[config.mk]
export PLATFORM = sky130hd
export DESIGN_NAME = lsu_seq_flat
export DESIGN_NICKNAME = d
export VERILOG_FILES = /design/src/rtl/lsu_seq_if.sv /design/src/rtl/lsu_seq.sv /design/src/flat_wrapper.sv
export SDC_FILE = /design/constraint.sdc
export NUM_CORES = 1
export LEC_CHECK = 0
export CORE_MARGIN = 1.5
export CORE_UTILIZATION = 45
export CTS_CLUSTER_SIZE = 14
export DETAILED_ROUTE_END_ITERATION = 6
export HOLD_SLACK_MARGIN = 0.15
export PLACE_DENSITY = 0.93
export SYNTH_ARGS = -nofsm -noshare
export SYNTH_HDL_FRONTEND = slang
export SYNTH_SLANG_ARGS = --single-unit
[constraint.sdc]
create_clock -name clk -period 3.82 [get_ports clk]
set_input_delay 0.382 -clock clk [delete_from_list [all_inputs] [get_ports clk]]
set_output_delay 0.382 -clock clk [all_outputs]
set_load 0.02 [all_outputs]
[src/rtl/lsu_seq_if.sv]
// Core-side and data-memory-side signals of the load/store sequencer.
// The sequencer uses the master view; the core/memory environment uses the slave view.
interface lsu_seq_if;
  logic        op_valid;
  logic [2:0]  pl_c;
  logic [31:0] addr;
  logic [31:0] wdata;
  logic        stall;
  logic        done;
  logic [31:0] rdata;
  logic        fault;
  logic [1:0]  fault_code;
  logic        dm_req;
  logic        dm_we;
  logic [31:0] dm_addr;
  logic [31:0] dm_wdata;
  logic [3:0]  dm_be;
  logic        dm_ack;
  logic [31:0] dm_rdata;

  modport master (
    input  op_valid, pl_c, addr, wdata, dm_ack, dm_rdata,
    output stall, done, rdata, fault, fault_code,
    output dm_req, dm_we, dm_addr, dm_wdata, dm_be
  );

  modport slave (
    output op_valid, pl_c, addr, wdata, dm_ack, dm_rdata,
    input  stall, done, rdata, fault, fault_code,
    input  dm_req, dm_we, dm_addr, dm_wdata, dm_be
  );
endinterface

[src/rtl/lsu_seq.sv]
// Multi-cycle load/store sequencer: alignment check, req/ack memory transaction,
// load extraction/extension, and a bus-timeout guard for slow memories.
module lsu_seq #(
  parameter int unsigned TIMEOUT = 16,
  parameter int unsigned CNT_W   = 8
) (
  input  logic      clk,
  input  logic      rst,
  lsu_seq_if.master bus
);
  typedef enum logic [1:0] {IDLE, REQ, DONE, ERR} state_t;

  localparam logic [2:0] OP_LW  = 3'd0;
  localparam logic [2:0] OP_LH  = 3'd1;
  localparam logic [2:0] OP_LHU = 3'd2;
  localparam logic [2:0] OP_LB  = 3'd3;
  localparam logic [2:0] OP_LBU = 3'd4;
  localparam logic [2:0] OP_SB  = 3'd5;
  localparam logic [2:0] OP_SH  = 3'd6;
  localparam logic [2:0] OP_SW  = 3'd7;

  localparam logic [CNT_W-1:0] LP_LAST = CNT_W'((TIMEOUT == 0) ? 0 : TIMEOUT - 1);

  state_t            r_state, w_state_nxt;
  logic [2:0]        r_op, w_op_nxt;
  logic [1:0]        r_lane, w_lane_nxt;
  logic [CNT_W-1:0]  r_cnt, w_cnt_nxt;
  logic              r_done, w_done_nxt;
  logic              r_fault, w_fault_nxt;
  logic [1:0]        r_fault_code, w_fault_code_nxt;
  logic [31:0]       r_rdata, w_rdata_nxt;
  logic              r_dm_req, w_dm_req_nxt;
  logic              r_dm_we, w_dm_we_nxt;
  logic [31:0]       r_dm_addr, w_dm_addr_nxt;
  logic [31:0]       r_dm_wdata, w_dm_wdata_nxt;
  logic [3:0]        r_dm_be, w_dm_be_nxt;

  function automatic logic f_misaligned(input logic [2:0] op, input logic [1:0] lane);
    case (op)
      OP_LW, OP_SW:         return lane != 2'b00;
      OP_LH, OP_LHU, OP_SH: return lane[0];
      default:              return 1'b0;
    endcase
  endfunction

  // Lane selection uses the lane captured at issue, not the live address.
  function automatic logic [31:0] f_extract(input logic [2:0] op, input logic [1:0] lane,
                                            input logic [31:0] data);
    logic [7:0]  w_byte;
    logic [15:0] w_half;
    w_byte = 8'(data >> {lane, 3'b000});
    w_half = lane[1] ? data[31:16] : data[15:0];
    case (op)
      OP_LB:   return {{24{w_byte[7]}}, w_byte};
      OP_LBU:  return {24'h0, w_byte};
      OP_LH:   return {{16{w_half[15]}}, w_half};
      OP_LHU:  return {16'h0, w_half};
      default: return data;
    endcase
  endfunction

  always_comb begin
    w_state_nxt      = r_state;
    w_op_nxt         = r_op;
    w_lane_nxt       = r_lane;
    w_cnt_nxt        = r_cnt;
    w_done_nxt       = 1'b0;
    w_fault_nxt      = 1'b0;
    w_fault_code_nxt = r_fault_code;
    w_rdata_nxt      = r_rdata;
    w_dm_req_nxt     = r_dm_req;
    w_dm_we_nxt      = r_dm_we;
    w_dm_addr_nxt    = r_dm_addr;
    w_dm_wdata_nxt   = r_dm_wdata;
    w_dm_be_nxt      = r_dm_be;
    case (r_state)
      IDLE: begin
        if (bus.op_valid) begin
          if (f_misaligned(bus.pl_c, bus.addr[1:0])) begin
            w_fault_nxt      = 1'b1;
            w_fault_code_nxt = 2'b01;
            w_state_nxt      = ERR;
          end else begin
            w_op_nxt      = bus.pl_c;
            w_lane_nxt    = bus.addr[1:0];
            w_dm_addr_nxt = {bus.addr[31:2], 2'b00};
            w_dm_req_nxt  = 1'b1;
            w_cnt_nxt     = '0;
            w_state_nxt   = REQ;
            case (bus.pl_c)
              OP_SB: begin
                w_dm_we_nxt    = 1'b1;
                w_dm_wdata_nxt = {4{bus.wdata[7:0]}};
                w_dm_be_nxt    = 4'b0001 << bus.addr[1:0];
              end
              OP_SH: begin
                w_dm_we_nxt    = 1'b1;
                w_dm_wdata_nxt = {2{bus.wdata[15:0]}};
                w_dm_be_nxt    = 4'b0011 << bus.addr[1:0];
              end
              OP_SW: begin
                w_dm_we_nxt    = 1'b1;
                w_dm_wdata_nxt = bus.wdata;
                w_dm_be_nxt    = 4'hF;
              end
              default: begin
                w_dm_we_nxt    = 1'b0;
                w_dm_wdata_nxt = '0;
                w_dm_be_nxt    = 4'h0;
              end
            endcase
          end
        end
      end
      REQ: begin
        // An ack in the expiry cycle takes priority over the timeout.
        if (bus.dm_ack) begin
          w_dm_req_nxt = 1'b0;
          w_done_nxt   = 1'b1;
          w_state_nxt  = DONE;
          if (r_op < OP_SB) w_rdata_nxt = f_extract(r_op, r_lane, bus.dm_rdata);
        end else begin
          w_cnt_nxt = r_cnt + 1'b1;
          if (TIMEOUT != 0 && r_cnt == LP_LAST) begin
            w_dm_req_nxt     = 1'b0;
            w_fault_nxt      = 1'b1;
            w_fault_code_nxt = 2'b10;
            w_state_nxt      = ERR;
          end
        end
      end
      DONE:    w_state_nxt = IDLE;
      ERR:     w_state_nxt = IDLE;
      default: w_state_nxt = IDLE;
    endcase
  end

  always_ff @(posedge clk) begin
    if (rst) begin
      r_state      <= IDLE;
      r_op         <= '0;
      r_lane       <= '0;
      r_cnt        <= '0;
      r_done       <= 1'b0;
      r_fault      <= 1'b0;
      r_fault_code <= '0;
      r_rdata      <= '0;
      r_dm_req     <= 1'b0;
      r_dm_we      <= 1'b0;
      r_dm_addr    <= '0;
      r_dm_wdata   <= '0;
      r_dm_be      <= '0;
    end else begin
      r_state      <= w_state_nxt;
      r_op         <= w_op_nxt;
      r_lane       <= w_lane_nxt;
      r_cnt        <= w_cnt_nxt;
      r_done       <= w_done_nxt;
      r_fault      <= w_fault_nxt;
      r_fault_code <= w_fault_code_nxt;
      r_rdata      <= w_rdata_nxt;
      r_dm_req     <= w_dm_req_nxt;
      r_dm_we      <= w_dm_we_nxt;
      r_dm_addr    <= w_dm_addr_nxt;
      r_dm_wdata   <= w_dm_wdata_nxt;
      r_dm_be      <= w_dm_be_nxt;
    end
  end

  assign bus.stall      = bus.op_valid & (r_state == IDLE || r_state == REQ);
  assign bus.done       = r_done;
  assign bus.fault      = r_fault;
  assign bus.fault_code = r_fault_code;
  assign bus.rdata      = r_rdata;
  assign bus.dm_req     = r_dm_req;
  assign bus.dm_we      = r_dm_we;
  assign bus.dm_addr    = r_dm_addr;
  assign bus.dm_wdata   = r_dm_wdata;
  assign bus.dm_be      = r_dm_be;
endmodule

[src/flat_wrapper.sv]
// flat-port wrapper written by rule: the top's interface ports become plain ports
module lsu_seq_flat 
#(
  parameter int unsigned TIMEOUT = 16,
  parameter int unsigned CNT_W   = 8
)
  (clk, rst, bus_op_valid, bus_pl_c, bus_addr, bus_wdata, bus_dm_ack, bus_dm_rdata, bus_stall, bus_done, bus_rdata, bus_fault, bus_fault_code, bus_dm_req, bus_dm_we, bus_dm_addr, bus_dm_wdata, bus_dm_be);
  lsu_seq_if bus_i ();
  input  logic clk;
  input  logic rst;
  input wire logic [$bits(bus_i.op_valid)-1:0] bus_op_valid;
  input wire logic [$bits(bus_i.pl_c)-1:0] bus_pl_c;
  input wire logic [$bits(bus_i.addr)-1:0] bus_addr;
  input wire logic [$bits(bus_i.wdata)-1:0] bus_wdata;
  input wire logic [$bits(bus_i.dm_ack)-1:0] bus_dm_ack;
  input wire logic [$bits(bus_i.dm_rdata)-1:0] bus_dm_rdata;
  output wire logic [$bits(bus_i.stall)-1:0] bus_stall;
  output wire logic [$bits(bus_i.done)-1:0] bus_done;
  output wire logic [$bits(bus_i.rdata)-1:0] bus_rdata;
  output wire logic [$bits(bus_i.fault)-1:0] bus_fault;
  output wire logic [$bits(bus_i.fault_code)-1:0] bus_fault_code;
  output wire logic [$bits(bus_i.dm_req)-1:0] bus_dm_req;
  output wire logic [$bits(bus_i.dm_we)-1:0] bus_dm_we;
  output wire logic [$bits(bus_i.dm_addr)-1:0] bus_dm_addr;
  output wire logic [$bits(bus_i.dm_wdata)-1:0] bus_dm_wdata;
  output wire logic [$bits(bus_i.dm_be)-1:0] bus_dm_be;
  assign bus_i.op_valid = bus_op_valid;
  assign bus_i.pl_c = bus_pl_c;
  assign bus_i.addr = bus_addr;
  assign bus_i.wdata = bus_wdata;
  assign bus_i.dm_ack = bus_dm_ack;
  assign bus_i.dm_rdata = bus_dm_rdata;
  assign bus_stall = bus_i.stall;
  assign bus_done = bus_i.done;
  assign bus_rdata = bus_i.rdata;
  assign bus_fault = bus_i.fault;
  assign bus_fault_code = bus_i.fault_code;
  assign bus_dm_req = bus_i.dm_req;
  assign bus_dm_we = bus_i.dm_we;
  assign bus_dm_addr = bus_i.dm_addr;
  assign bus_dm_wdata = bus_i.dm_wdata;
  assign bus_dm_be = bus_i.dm_be;
  lsu_seq #(.TIMEOUT(TIMEOUT), .CNT_W(CNT_W)) u_core (.clk(clk), .rst(rst), .bus(bus_i));
endmodule
==> run metrics <==
outcome complete, no violations; Setup Skew 6.25 ps; VDD IR max 0.272 mV; clk slew on worst S/H paths 60 ps; dominant synthesized flop cell dfxtp_1; P per Cell Area 464 nW/um2; Cells after Synth 615; Worst Setup Start Kind register; Bufs and invs on worst path 0; Reg2Reg Depth 4; WHS Endpoint u_core.r_state[1]; Final nets 909; reg2reg end u_core.bus.rdata[2]; drt drc 0; RSZ-0062 raised after global routing no; row cnt 39; worst path cell trace or2_1 -> xnor2_2 -> a222oi_1 -> a211oi_1; register area share after synthesis 0.449; FF-to-FF setup slack 1300 ps; critical path's slowest cell xnor2_2; post-route ant nets 0; final worst setup slack 1300 ps; DRT Wirelength 16000 um; final setup vio count 0; Leak 0.00311 uW; Setup Buffers After CTS 0; GRT Util Overall 0.254; Buffers on Ports 207; clock sink total 119; Worst slew margin 0.252; area grow syn2layout 52.3%; CP Class reg -> reg; worst hold path type in -> reg; clk_lat worst skew 400 ps; Pint 2810 uW; crit-path max cell delay 920 ps; pre-CTS setup slack 1080 ps; Combinational Power Share 0.164; Psw 941 uW; ys async rst share 0; Root Buffer clkbuf_16; CTS tree done; f_max 397 MHz; residual overflow from global routing 0; cts hold-fix bufs 0; origin of the critical flop-to-flop path u_core.r_op[0]; Cell variety after synth 58; # diodes 0; design area 8090 um2; GP Congestion 0.970; vias per cell 5.58; Worst Max-Slew Pin Slew 1120 ps; core area 11500 um2; Req. time, crit path 4120 ps; Worst Hold Depth 4; non-filler cells, final 961; Clock power frac 0.475; fin crit share 0.660; final slew viol count 0; final hold viol count 0; Hold Startpoint rst; chip height 112 um; Ports 210; DP HPWL 11400 um; Max-Cap Viols 0; DR WL/cell 16.7 um; Synth Area per Inst 8.63 um2; starting density of the core 0.463; via count 5366; post-CTS resize count 0; Crit path arrival time 2830 ps; area of the die 12500 um2; post-layout min period 2520 ps; Pre-Repair DR Iteration Count 7; vias in the first global route 5059; first-pass GRT wire length 25600 um; CP endpoint kind register; EDFF count, synth 0; largest net degree at the start of global routing 79; FF+latch count, synth 119; Seq pwr share 0.360; TritonCTS Buffers 17; Die Wd 112 um; initial antenna violation count 0; share of post-route cells with drive strength above 1 0.0770; yosys warns 0; drt first-iter violations 449; total negative slack 0 ps; Max Root-Sink Buffers 2; Sw Share 0.251; Top delay family on crit path XOR/XNOR gates; Placed Area 7420 um2; H-tree depth 4; Cell Area, Synth 5310 um2; # placed instances 929; Max Fanout on Critical Path 24
==> layout make-up <==
cell class / count / area [um2]
fillers: 850 / 3380
multi-input cells: 447 / 2720
flip-flops and latches: 119 / 2380
repair buffers: 214 / 2120
clock buffers: 21 / 470
clock inverters: 11 / 194
well taps: 143 / 179
inverters: 6 / 22.5
==> synth_stat cells, types with 10 or more instances <==
cell,n,area (um2)
dfxtp_1,119,2380
nor2_1,89,334
nand2_1,71,267
mux2i_1,40,400
o21ai_0,36,180
a21oi_1,31,155
a211oi_1,30,225
clkbuf_1,22,82.6
buf_2,16,80.1
nor3_1,14,70.1
nand3_1,12,60.1
mux2_2,11,124
a22o_1,10,87.6
o21ai_1,10,50.1
==> worst min-delay path, delay by kind of cell <==
family	cells	cell delay (ps)
buffers and inverters	1	100
AND/OR/NAND/NOR	3	140
==> sequential cells by signal (all words and copies together) (netlist names) <==
signal and count:
u_core.r_cnt 8, u_core.bus.rdata 32, u_core.bus.dm_be 4, u_core.bus.dm_wdata 32
u_core.bus.done 1, u_core.r_state 2, u_core.bus.dm_we 1, u_core.bus.dm_addr 30
u_core.bus.fault_code 2, u_core.bus.dm_req 1, u_core.r_lane 2, u_core.bus.fault 1
u_core.r_op 3
==> layer usage <==
layer	global-route usage	vias up	routed length (um)
met5	0	-	0
met4	0.105	0	413
met3	0.0800	42	1440
met2	0.403	287	7700
met1	0.320	2472	6450
li1	-	2565	-
==> per-stage QoR <==
stage / util / power, uW / hold WS (ps)
after floorplan: - / 1700 / 456
after global placement: 0.647 / 1970 / 432
after detailed placement: 0.647 / 1990 / 442
after CTS: 0.705 / 3770 / 249
after global routing: 0.705 / 3900 / 272
final: 0.705 / 3750 / 264
==> worst max path at each step <==
stage / from / end / cells after the start
floorplan: bus_op_valid / u_core.bus.dm_wdata[20] / 5
global placement: bus_pl_c[0] / u_core.bus.dm_addr[6] / 7
global route: u_core.r_op[1] / u_core.bus.rdata[3] / 5
CTS: u_core.r_op[0] / u_core.bus.rdata[3] / 5
finish: u_core.r_op[0] / u_core.bus.rdata[2] / 4
detailed placement: bus_pl_c[1] / u_core.bus.dm_addr[23] / 7
==> kinds of logic (layout without fill, tap and decap cells) <==
group | after synthesis | count (layout) | share of synthesized area
AOI/OAI and AO/OA | 162 | 162 | 0.207
xor gates and xnor gates | 9 | 9 | 0.0163
adders and majority gates | 1 | 1 | 0.00236
buffers and inverters | 50 | 252 | 0.0419
DFF | 119 | 119 | 0.449
muxes | 51 | 51 | 0.0987
other | 1 | 2 | 0.000706
and+or+nand+nor | 222 | 222 | 0.185
==> placed cells by master (no fill, tap or decap), types with 3 or more instances in the layout <==
cell type | synthesis | final
a22oi_1 | 3 | 3
or3_1 | 6 | 6
nand2b_1 | 3 | 3
mux2i_1 | 40 | 40
a211o_1 | 3 | 3
a211oi_1 | 30 | 30
o22ai_1 | 3 | 3
nor2_1 | 89 | 89
a21boi_0 | 8 | 8
nand2_1 | 71 | 71
o21a_1 | 4 | 4
a21oi_1 | 31 | 30
xor2_1 | 6 | 6
a22o_1 | 10 | 10
clkdlybuf4s50_1 | 0 | 206
clkbuf_16 | 0 | 17
o21ai_1 | 10 | 10
a221o_1 | 9 | 9
inv_1 | 6 | 6
mux2_2 | 11 | 11
nor3_1 | 14 | 14
nor3b_1 | 3 | 3
buf_4 | 2 | 7
dfxtp_1 | 119 | 119
clkbuf_8 | 0 | 3
bufinv_16 | 0 | 5
o21ai_0 | 36 | 36
nor2b_1 | 6 | 6
clkinvlp_4 | 0 | 4
nand3_1 | 12 | 11
nor4_1 | 4 | 4
==> power groups by stage <==
| stage | logic [uW] | registers, uW | clock network [uW] |
|---|---|---|---|
| after CTS | 614 | 1350 | 1800 |
| after global placement | 598 | 1370 | 0 |
| after global routing | 661 | 1360 | 1880 |
| after floorplan | 272 | 1430 | 0 |
| after detailed placement | 608 | 1380 | 0 |
| final | 617 | 1350 | 1780 |
Power figures use the tool's default switching activity.
